`src/rtl/l2_config_and_types.sv`:
```
// rtl/l2_config_and_types.sv - shared L2 widths and arbiter FSM state type
package l2_config_and_types;

   localparam int L2_ID_W   = 3;
   localparam int L2_ADDR_W = 30;
   localparam int L2_DATA_W = 32;
   localparam int L2_BE_W   = 4;

   typedef enum logic [1:0] {
      IDLE  = 2'd0,
      ADDR  = 2'd1,
      WDATA = 2'd2
   } arb_state_e;

endpackage

```
`src/rtl/l2_memory_interface.sv`:
```
// rtl/l2_memory_interface.sv - L2 request / write-data / read-return bus
interface l2_memory_interface #(
   parameter int BURST_W = 5
);
   import l2_config_and_types::*;

   logic                 request_valid;
   logic                 rnw;
   logic                 is_amo;
   logic [L2_ADDR_W-1:0] addr;
   logic [BURST_W-1:0]   amo_type_or_burst_size;
   logic [L2_ID_W-1:0]   id;
   logic                 wr_data_valid;
   logic [L2_DATA_W-1:0] wr_data;
   logic [L2_BE_W-1:0]   wr_data_be;
   logic                 request_pop;
   logic                 wr_data_read;
   logic [L2_DATA_W-1:0] rd_data;
   logic [L2_ID_W-1:0]   rd_id;
   logic                 rd_data_valid;

   modport master (
      output request_valid, rnw, is_amo, addr, amo_type_or_burst_size, id,
             wr_data_valid, wr_data, wr_data_be,
      input  request_pop, wr_data_read, rd_data, rd_id, rd_data_valid
   );

   modport slave (
      input  request_valid, rnw, is_amo, addr, amo_type_or_burst_size, id,
             wr_data_valid, wr_data, wr_data_be,
      output request_pop, wr_data_read, rd_data, rd_id, rd_data_valid
   );

endinterface

```
`src/rtl/l2_rr_select.sv`:
```
// rtl/l2_rr_select.sv - combinational round-robin pick starting at ptr
module l2_rr_select #(
   parameter int NUM_PORTS = 4,
   parameter int IDX_W     = 2
) (
   input  logic [NUM_PORTS-1:0] req,
   input  logic [IDX_W-1:0]     ptr,
   output logic [NUM_PORTS-1:0] onehot,
   output logic [IDX_W-1:0]     idx
);

   logic             hit;
   logic [IDX_W-1:0] cand;

   // walk ports from ptr upward with wrap; the first pending one wins
   always_comb begin
      onehot = '0;
      idx    = '0;
      hit    = 1'b0;
      cand   = '0;
      for (int i = 0; i < NUM_PORTS; i++) begin
         cand = IDX_W'((int'(ptr) + i) % NUM_PORTS);
         if (!hit && req[cand]) begin
            hit          = 1'b1;
            onehot[cand] = 1'b1;
            idx          = cand;
         end
      end
   end

endmodule

```
`src/rtl/l2_request_arbiter.sv`:
```
// rtl/l2_request_arbiter.sv - round-robin arbiter of N requesters onto one L2 port
module l2_request_arbiter
   import l2_config_and_types::*;
#(
   parameter int NUM_PORTS   = 4,
   parameter int MAX_BURST_W = 5
) (
   input  logic                           clk,
   input  logic                           rst,
   input  logic [NUM_PORTS-1:0]           req_valid,
   input  logic [NUM_PORTS-1:0]           req_rnw,
   input  logic [NUM_PORTS-1:0]           req_is_amo,
   input  logic [NUM_PORTS*L2_ADDR_W-1:0] req_addr,
   input  logic [NUM_PORTS*MAX_BURST_W-1:0] req_burst,
   output logic [NUM_PORTS-1:0]           req_pop,
   input  logic [NUM_PORTS-1:0]           wr_valid,
   input  logic [NUM_PORTS*L2_DATA_W-1:0] wr_data,
   input  logic [NUM_PORTS*L2_BE_W-1:0]   wr_be,
   output logic [NUM_PORTS-1:0]           wr_read,
   output logic [NUM_PORTS-1:0]           rd_valid,
   output logic [L2_DATA_W-1:0]           rd_data,
   l2_memory_interface.master             l2
);

   localparam int IDX_W = $clog2(NUM_PORTS);
   localparam int CNT_W = MAX_BURST_W + 1;

   if (L2_ID_W < IDX_W) begin : g_id_w_check
      $error("L2_ID_W is too narrow to carry every port index");
   end

   arb_state_e       state_q, state_d;
   logic [IDX_W-1:0] grant_q, grant_d;
   logic [IDX_W-1:0] ptr_q, ptr_d;
   // in ADDR: beats already taken; in WDATA: beats still owed
   logic [CNT_W-1:0] cnt_q, cnt_d;

   logic [NUM_PORTS-1:0]   rr_onehot;
   logic [IDX_W-1:0]       rr_idx;
   logic                   sel_rnw, sel_amo, pure_read;
   logic [MAX_BURST_W-1:0] sel_burst;
   logic [CNT_W-1:0]       beats_needed, consumed;
   logic [IDX_W-1:0]       ptr_after;

   l2_rr_select #(.NUM_PORTS(NUM_PORTS), .IDX_W(IDX_W)) u_rr (
      .req    (req_valid),
      .ptr    (ptr_q),
      .onehot (rr_onehot),
      .idx    (rr_idx)
   );

   assign sel_rnw      = req_rnw[grant_q];
   assign sel_amo      = req_is_amo[grant_q];
   assign sel_burst    = req_burst[int'(grant_q)*MAX_BURST_W +: MAX_BURST_W];
   assign pure_read    = sel_rnw && !sel_amo;
   assign beats_needed = !sel_rnw ? CNT_W'(sel_burst) + CNT_W'(1) : CNT_W'(1);
   assign ptr_after    = (grant_q == IDX_W'(NUM_PORTS - 1)) ? '0 : grant_q + 1'b1;

   // request fields always follow the registered grant, never req_valid directly
   assign l2.rnw                    = sel_rnw;
   assign l2.is_amo                 = sel_amo;
   assign l2.addr                   = req_addr[int'(grant_q)*L2_ADDR_W +: L2_ADDR_W];
   assign l2.amo_type_or_burst_size = sel_burst;
   assign l2.id                     = L2_ID_W'(grant_q);
   assign l2.wr_data                = wr_data[int'(grant_q)*L2_DATA_W +: L2_DATA_W];
   assign l2.wr_data_be             = wr_be[int'(grant_q)*L2_BE_W +: L2_BE_W];

   // state register
   always_ff @(posedge clk) begin
      if (rst) begin
         state_q <= IDLE;
         grant_q <= '0;
         ptr_q   <= '0;
         cnt_q   <= '0;
      end else begin
         state_q <= state_d;
         grant_q <= grant_d;
         ptr_q   <= ptr_d;
         cnt_q   <= cnt_d;
      end
   end

   // next state: grant in IDLE, hand-off on pop, count write beats to the end
   always_comb begin
      state_d  = state_q;
      grant_d  = grant_q;
      ptr_d    = ptr_q;
      cnt_d    = cnt_q;
      consumed = cnt_q + CNT_W'(l2.wr_data_read);
      case (state_q)
         IDLE: begin
            if (|rr_onehot) begin
               grant_d = rr_idx;
               cnt_d   = '0;
               state_d = ADDR;
            end
         end
         ADDR: begin
            cnt_d = consumed;
            if (l2.request_pop) begin
               if (pure_read || consumed >= beats_needed) begin
                  state_d = IDLE;
                  ptr_d   = ptr_after;
                  cnt_d   = '0;
               end else begin
                  state_d = WDATA;
                  cnt_d   = beats_needed - consumed;
               end
            end
         end
         WDATA: begin
            if (l2.wr_data_read) begin
               cnt_d = cnt_q - 1'b1;
               if (cnt_q == CNT_W'(1)) begin
                  state_d = IDLE;
                  ptr_d   = ptr_after;
               end
            end
         end
         default: state_d = IDLE;
      endcase
   end

   // outputs: request valid only in ADDR, write data path open in ADDR and WDATA
   always_comb begin
      l2.request_valid = 1'b0;
      l2.wr_data_valid = 1'b0;
      req_pop          = '0;
      wr_read          = '0;
      if (state_q == ADDR) begin
         l2.request_valid = 1'b1;
         req_pop[grant_q] = l2.request_pop;
      end
      if (state_q != IDLE) begin
         l2.wr_data_valid = wr_valid[grant_q];
         wr_read[grant_q] = l2.wr_data_read;
      end
   end

   // read return is routed by id regardless of arbitration state
   always_comb begin
      rd_data = l2.rd_data;
      for (int i = 0; i < NUM_PORTS; i++) begin
         rd_valid[i] = l2.rd_data_valid && (l2.rd_id == L2_ID_W'(i));
      end
   end

endmodule

```
`src/flat_wrapper.sv`:
```
// flat-port wrapper written by rule: the top's interface ports become plain ports
module l2_request_arbiter_flat import l2_config_and_types::*;
#(
   parameter int NUM_PORTS   = 4,
   parameter int MAX_BURST_W = 5
)
  (clk, rst, req_valid, req_rnw, req_is_amo, req_addr, req_burst, req_pop, wr_valid, wr_data, wr_be, wr_read, rd_valid, rd_data, l2_request_valid, l2_rnw, l2_is_amo, l2_addr, l2_amo_type_or_burst_size, l2_id, l2_wr_data_valid, l2_wr_data, l2_wr_data_be, l2_request_pop, l2_wr_data_read, l2_rd_data, l2_rd_id, l2_rd_data_valid);
  l2_memory_interface l2_i ();
  input  logic clk;
  input  logic rst;
  input  logic [NUM_PORTS-1:0] req_valid;
  input  logic [NUM_PORTS-1:0] req_rnw;
  input  logic [NUM_PORTS-1:0] req_is_amo;
  input  logic [NUM_PORTS*L2_ADDR_W-1:0] req_addr;
  input  logic [NUM_PORTS*MAX_BURST_W-1:0] req_burst;
  output logic [NUM_PORTS-1:0] req_pop;
  input  logic [NUM_PORTS-1:0] wr_valid;
  input  logic [NUM_PORTS*L2_DATA_W-1:0] wr_data;
  input  logic [NUM_PORTS*L2_BE_W-1:0] wr_be;
  output logic [NUM_PORTS-1:0] wr_read;
  output logic [NUM_PORTS-1:0] rd_valid;
  output logic [L2_DATA_W-1:0] rd_data;
  output wire logic [$bits(l2_i.request_valid)-1:0] l2_request_valid;
  output wire logic [$bits(l2_i.rnw)-1:0] l2_rnw;
  output wire logic [$bits(l2_i.is_amo)-1:0] l2_is_amo;
  output wire logic [$bits(l2_i.addr)-1:0] l2_addr;
  output wire logic [$bits(l2_i.amo_type_or_burst_size)-1:0] l2_amo_type_or_burst_size;
  output wire logic [$bits(l2_i.id)-1:0] l2_id;
  output wire logic [$bits(l2_i.wr_data_valid)-1:0] l2_wr_data_valid;
  output wire logic [$bits(l2_i.wr_data)-1:0] l2_wr_data;
  output wire logic [$bits(l2_i.wr_data_be)-1:0] l2_wr_data_be;
  input wire logic [$bits(l2_i.request_pop)-1:0] l2_request_pop;
  input wire logic [$bits(l2_i.wr_data_read)-1:0] l2_wr_data_read;
  input wire logic [$bits(l2_i.rd_data)-1:0] l2_rd_data;
  input wire logic [$bits(l2_i.rd_id)-1:0] l2_rd_id;
  input wire logic [$bits(l2_i.rd_data_valid)-1:0] l2_rd_data_valid;
  assign l2_request_valid = l2_i.request_valid;
  assign l2_rnw = l2_i.rnw;
  assign l2_is_amo = l2_i.is_amo;
  assign l2_addr = l2_i.addr;
  assign l2_amo_type_or_burst_size = l2_i.amo_type_or_burst_size;
  assign l2_id = l2_i.id;
  assign l2_wr_data_valid = l2_i.wr_data_valid;
  assign l2_wr_data = l2_i.wr_data;
  assign l2_wr_data_be = l2_i.wr_data_be;
  assign l2_i.request_pop = l2_request_pop;
  assign l2_i.wr_data_read = l2_wr_data_read;
  assign l2_i.rd_data = l2_rd_data;
  assign l2_i.rd_id = l2_rd_id;
  assign l2_i.rd_data_valid = l2_rd_data_valid;
  l2_request_arbiter #(.NUM_PORTS(NUM_PORTS), .MAX_BURST_W(MAX_BURST_W)) u_core (.clk(clk), .rst(rst), .req_valid(req_valid), .req_rnw(req_rnw), .req_is_amo(req_is_amo), .req_addr(req_addr), .req_burst(req_burst), .req_pop(req_pop), .wr_valid(wr_valid), .wr_data(wr_data), .wr_be(wr_be), .wr_read(wr_read), .rd_valid(rd_valid), .rd_data(rd_data), .l2(l2_i));
endmodule
```
`config.mk`:
```
export PLATFORM = sky130hd
export DESIGN_NAME = l2_request_arbiter_flat
export DESIGN_NICKNAME = d
export VERILOG_FILES = /design/src/rtl/l2_config_and_types.sv /design/src/rtl/l2_memory_interface.sv /design/src/rtl/l2_rr_select.sv /design/src/rtl/l2_request_arbiter.sv /design/src/flat_wrapper.sv
export SDC_FILE = /design/constraint.sdc
export NUM_CORES = 1
export LEC_CHECK = 0
export CAP_MARGIN = 20
export CORE_AREA = 2 2 180 182
export CTS_CLUSTER_DIAMETER = 120
export DETAILED_ROUTE_END_ITERATION = 16
export DIE_AREA = 0 0 182 184
export PLACE_DENSITY = 0.44
export SLEW_MARGIN = 20
export SYNTH_ARGS = -nofsm -noshare
export SYNTH_HDL_FRONTEND = slang
export SYNTH_HIERARCHICAL = 1
export SYNTH_SLANG_ARGS = --single-unit
```
`constraint.sdc`:
```
create_clock -name clk -period 8.7 [get_ports clk]
set_input_delay 1.305 -clock clk [delete_from_list [all_inputs] [get_ports clk]]
set_output_delay 1.305 -clock clk [all_outputs]
set_load 0.01 [all_outputs]
```
* Word level (Yosys, flattened, before mapping)
Cells that the tools add are included.
** Word-level totals
- Flip-flop bits (word level) :: 12
- Bits in latches :: 0
- Bits in writable memories :: 0
- Memory bits (read-only) :: 0
- Input bits :: 340
- Memories kept :: 0
** Cells by class
- Add/sub/neg operators :: 8
- $mul :: 2
- Divide/modulo/power cells :: 0
- $lt $le $gt $ge :: 11
- Eq/ne operators :: 12
- Shift-type cells :: 4
- Muxes and demuxes :: 57
- Bitwise logic cells :: 5
- Reductions and logical operators :: 28
** Operators with widths (count)
- $shiftx A128 B8 Y32 :: 1
- $shiftx A120 B32 Y30 :: 1
- $shiftx A20 B32 Y5 :: 1
- $mux W6 :: 5
- $mux W2 :: 14
- $mux W4 :: 6
- $pmux W6 S3 :: 1
- $mux W1 :: 17
- $shiftx A16 B5 Y4 :: 1
- $lt A2 B3 Y1 const B :: 5
- $bmux W1 S2 :: 7
- $logic_and A1 B1 Y1 :: 13
- $or A4 B4 Y4 :: 3
- $demux W1 S2 :: 5
- $ge A2 B1 Y1 const B :: 5
- $and A4 B4 Y4 :: 2
- $add A5 B1 Y6 const B :: 1
- $add A6 B1 Y6 :: 1
- $eq A3 B2 Y1 const B :: 2
- $eq A6 B1 Y1 const B :: 1
- $ge A6 B6 Y1 :: 1
- $mul A2 B4 Y6 const B :: 1
- $ne A2 B1 Y1 const B :: 3
- $pmux W2 S3 :: 1
- other kinds (21) :: 29

* Longest topological paths before layout
- Word-level depth :: 15
- Depth in mapped cells :: 13

* Modules after synthesis
The synthesis kept the hierarchy.
** By module, submodules not included
- l2_request_arbiter :: instances 1, cells each 310, area an instance 3450.8 sq um
- l2_rr_select :: instances 1, cells each 48, area an instance 404.1 sq um

* Worst setup path before layout
Ideal clock, no wire load.
- Path kind :: input-to-reg
- Start point :: in req_burst[15]
- End point :: reg u_core.ptr_q[0]
- Arrival time :: 3.963 ns
- Setup slack :: 4.676 ns
- Cell stages on the path :: 9
- Path buffers :: 0
- Path through :: mux4_2 -> ha_1 -> and2b_1 -> fa_1 -> a21o_1 -> a221oi_2 -> o311ai_2 -> a2111oi_1 -> a41o_1
** Between the ends
- Word-level cells in the longest chain between the ends :: 7
** Ends and longest elaborated chain
- start: declaration :: RTL line flat_wrapper.sv:15 : input logic [NUM_PORTS*MAX_BURST_W-1:0] req_burst;
- $shiftx A20 B32 Y5 :: RTL line l2_request_arbiter.sv:54 : assign sel_burst = req_burst[int'(grant_q)*MAX_BURST_W +: MAX_BURST_W];
- $add A5 B1 Y6 :: RTL line l2_request_arbiter.sv:56 : assign beats_needed = !sel_rnw ? CNT_W'(sel_burst) + CNT_W'(1) : CNT_W'(1);
- $mux W6 :: RTL line l2_request_arbiter.sv:56
- $ge A6 B6 Y1 :: RTL line l2_request_arbiter.sv:101 : if (pure_read || consumed >= beats_needed) begin
- $logic_or A1 B1 Y1 :: RTL line l2_request_arbiter.sv:101
- $ne A2 B1 Y1 (no line)
- $reduce_and A5 Y1 (no line)
- end signal: assignment :: RTL line l2_request_arbiter.sv:78 : ptr_q <= ptr_d;
- end: declaration :: RTL line l2_request_arbiter.sv:34 : logic [IDX_W-1:0] ptr_q, ptr_d;
Every way passes these cells.
A chain may end at the register's enable or synchronous reset.

* Worst setup path in the final report
- Start point :: in l2_wr_data_read
- End point :: reg u_core.cnt_q[2]
** Between the ends
- Word-level cells in the longest chain between the ends :: 6
- Elaborated cells between the ends (all ways) :: 9
- Those cells by class :: add/sub (2); order compare (1); eq/ne (1); mux (3); reduce/logical (2)
** Ends and longest elaborated chain
- start: declaration :: RTL line flat_wrapper.sv:33 : input wire logic [$bits(l2_i.wr_data_read)-1:0] l2_wr_data_read;
- $add A6 B1 Y6 :: RTL line l2_request_arbiter.sv:89 : consumed = cnt_q + CNT_W'(l2.wr_data_read);
- $ge A6 B6 Y1 :: RTL line l2_request_arbiter.sv:101
- $logic_or A1 B1 Y1 :: RTL line l2_request_arbiter.sv:101
- $mux W6 :: RTL line l2_request_arbiter.sv:101
- $mux W6 :: RTL line l2_request_arbiter.sv:100 : if (l2.request_pop) begin
- $pmux W6 S3 :: RTL line l2_request_arbiter.sv:90 : case (state_q)
- end signal: assignment :: RTL line l2_request_arbiter.sv:79 : cnt_q <= cnt_d;
- end: declaration :: RTL line l2_request_arbiter.sv:36 : logic [CNT_W-1:0] cnt_q, cnt_d;
Parallel ways exist; a longest one is shown, timed or not.

==> impl_results.md <==
- Status: finished, final reports clean
- Crit path largest cell delay: 0.67 ns
- GPL Wtd Cong: 0.805
- Height of the chip: 184 um
- Sequential fraction of the synthesis area: 6.23%
- Largest net degree at the start of global routing: 44
- Fin crit period: 4.36 ns
- Starting density of the core: 12.3%
- CP Launch Point: l2_wr_data_read
- Pre-CTS WS: slightly above 4 ns
- Cells after synthesis: roughly 360
- Filler cells: 3362
- Clk slew on worst S/H paths: 0.05 ns
- Final instance area: 8070 um^2
- VDD IR max: 0.135 mV
- GRT overflow: 0
- Ports: approximately 460
- Max-cap viol count: 0
- FF-to-FF setup slack: 4.59 ns
- # DRC: 0
- Fraction of registers with async set/reset: 0%
- Netlist cell types: 62
- Reg2reg start: u_core/grant_q[1]
- Worst slew margin: between 40% and 50%
- Routed via count: 4631
- Worst min-delay path class: register to register
- Layout area overhead: 109%
- CP cell instances: clkdlybuf4s50_1, ha_1, and3_1, nand3_1, xnor2_1, ha_1, and3_1, and4_1, nor4_4, nand2_1, a221oi_2
- Number of clock sinks: 12
- Wire per inst: around 21 um
- Detail Placement HPWL: 20300 um
- Die width: about 180 um
- Worst-path fanout max: 9
- Setup skew after layout: 0.00243 ns
- P_leak: between 2 and 3 nW
- HP Start: u_core/grant_q[0]
- Bufs and invs on worst path: 1
- Reg2reg end: u_core/ptr_q[0]
- Mapped Area: 3850 um^2
- CTS tree: done
- # resized after CTS: 0
- Routed vias/inst: 4.19
- Final TNS setup: 0 ns
- Worst Setup Start Kind: input port
- Crit-path slowest cell: clkdlybuf4s50_1
- Final hold violations: 0
- GRT Util Overall: a little over an eighth
- Worst skew pair latency: 0.25 ns
- H-tree levels: 1
- Syn nets: 723
- CP Class: input port to register
- Critical path arrival: 4.52 ns
- Post-synth EDFFs: 0
- Vias in the first global route: 4829
- Setup Buffers After CTS: 0
- Cell family with most CP delay: simple AND/OR/NAND/NOR gates
- Final setup fails: 0
- RSZ-0062 raised after global routing: false
- Final WL: about 23000 um
- FP Rows: 65
- P per Cell Area: ~240 nW/um^2
- Clk buf depth: 2
- Flop and latch count out of synthesis: 12
- CORE AREA: 31400 um^2
- Post-DRT Antenna Nets: 0
- CP Capture Type: register
- Slew Limit Fails: 0
- Tightest Pin Transition: 0.843 ns
- Main synth FF type: dfxtp_1
- YS warnings: 6
- Fin crit share: 50.1%
- Global-route wire length before repair: 32700 um
- Share of layout cells above drive strength 1: 13.5%
- Die ar.: 33500 um^2
- Hold_buf cts: 0
- Initial antenna violation count: 1
- WHS Path Cells: 2
- Post-synthesis area per instance: around 11 um^2
- Hold path endpoint: u_core/grant_q[0]
- Root buffer cell: clkbuf_16
- Critical Path RT: 8.86 ns
- Reg2Reg Depth: 10
- First drt pass iteration count: 4
- Placed instance area: roughly 8000 um^2
- Worst setup margin: 4.34 ns
- Port Buf Inserts: 396
- Number of buffers created by CTS: 3
- DRC violation total after the first TritonRoute iteration: about 190
- Max Fclk: between 200 and 250 MHz
- Nets@finish: 1068
[layout by cell type, fill, tap and decap left out, types with 2 or more instances in the layout]
| master | synthesis | layout |
|---|---|---|
| buf_4 | 33 | 3 |
| and2b_1 | 2 | 2 |
| and2_1 | 2 | 2 |
| nand2_1 | 14 | 14 |
| and3_1 | 11 | 11 |
| clkdlybuf4s50_1 | 0 | 396 |
| clkbuf_16 | 0 | 3 |
| dfxtp_4 | 0 | 2 |
| o21a_1 | 4 | 4 |
| o221ai_1 | 2 | 2 |
| nor3_1 | 6 | 6 |
| a21o_1 | 3 | 3 |
| ha_1 | 24 | 24 |
| nand3_1 | 9 | 9 |
| a22oi_1 | 9 | 9 |
| nor4_1 | 3 | 3 |
| a221oi_2 | 2 | 2 |
| and4_1 | 2 | 2 |
| mux4_2 | 78 | 78 |
| o2111ai_1 | 2 | 2 |
| nor2_1 | 17 | 17 |
| a21oi_1 | 12 | 12 |
| xnor2_1 | 5 | 5 |
| a31oi_1 | 2 | 2 |
| a221oi_1 | 2 | 2 |
| o21ai_0 | 12 | 12 |
| nand2b_1 | 3 | 3 |
| nor2b_1 | 6 | 6 |
| xor2_1 | 4 | 4 |
| inv_1 | 18 | 18 |
| a41o_1 | 2 | 2 |
| mux2i_1 | 2 | 2 |
| nand4_1 | 2 | 2 |
| dfxtp_1 | 12 | 10 |
[layer usage]
layer	GRT usage [%]	part of all wire (%)
met1	15.9	39
met2	23.6	52
met3	4.30	8.5
met4	1.71	0.81
met5	0	0
[synthesized netlist by cell type (3+ instances only)]
cell type	n	area share, %
o21ai_0	12	1.6
a21oi_1	12	1.6
ha_1	24	7.8
buf_4	33	6.4
clkbuf_1	13	1.3
a22oi_1	9	1.8
nor3_1	6	0.78
nand3_1	9	1.2
inv_1	18	1.8
xnor2_1	5	1.1
nand2_1	14	1.4
nand2b_1	3	0.49
nor2_1	17	1.7
nor2b_1	6	0.97
o21a_1	4	0.78
nor4_1	3	0.49
and3_1	11	1.8
dfxtp_1	12	6.2
xor2_1	4	0.91
buf_2	10	1.3
mux4_2	78	46
a21o_1	3	0.58
[sequential cells by signal, summed over array words and instances, names as in the netlist]
| signal | cells |
|---|---|
| u_core/ptr_q | 2 |
| u_core/cnt_q | 6 |
| u_core/state_q | 2 |
| u_core/grant_q | 2 |
[where the power goes]
part	internal (mW)	switching [mW]
registers	0.0723	0.0624
logic	0.955	0.792
clock network	0.0610	0.0286
[kinds of logic after synthesis]
family          count (synthesis)  synth area share (%)
compound gates                 68                  13.1
xor+xnor                        9                  2.04
fa+ha+maj                      25                  8.31
buf+inv                        77                  11.2
flops                          12                  6.23
mux                            80                  46.1
other cells                     1                0.0973
simple gates                   86                  12.9
[per-stage QoR]
step | util, % | power [mW] | hold slack, ns | instances
5_1_grt | 25.7 | 2.13 | 0.526 | 1105
3_5_place_dp | 25.4 | 1.90 | 0.490 | 1100
4_1_cts | 25.7 | 2.01 | 0.498 | 1104
3_3_place_gp | 25.4 | 1.93 | 0.484 | 1100
2_1_floorplan | - | 1.14 | 0.465 | 358
6_report | 25.7 | 1.97 | 0.500 | 1105
[cell type report]
class,count,area (um^2),area share (%)
Multi-Input combinational cell,269,3180,39.4
Tap cell,402,503,6.23
Clock buffer,3,75.1,0.931
Inverter,18,67.6,0.837
Clock inverter,1,3.75,0.0465
Antenna cell,1,2.50,0.0310
Timing Repair Buffer,399,3990,49.4
Sequential cell,12,248,3.07
[worst reg2reg max path: cells and delay by family, from the launching register on]
kind,cells,cell delay (ns)
AOI/OAI and AO/OA,5,1.32
adders and majority gates,2,0.77
DFF,1,0.73
buffers and inverters,1,0.57
muxes,1,0.48
and+or+nand+nor,1,0.19
[how the worst max path moves through the flow]
stage                           end  slack [ns]  cells past startpoint
floorplan           u_core/ptr_q[0]        4.68                      9
global placement    u_core/ptr_q[0]        4.11                     11
detailed placement  u_core/ptr_q[0]        4.10                     11
CTS                 u_core/ptr_q[0]        4.33                     11
global route        u_core/cnt_q[2]        4.13                     11
finish              u_core/cnt_q[2]        4.34                     11
Power figures use the tool's default switching activity.
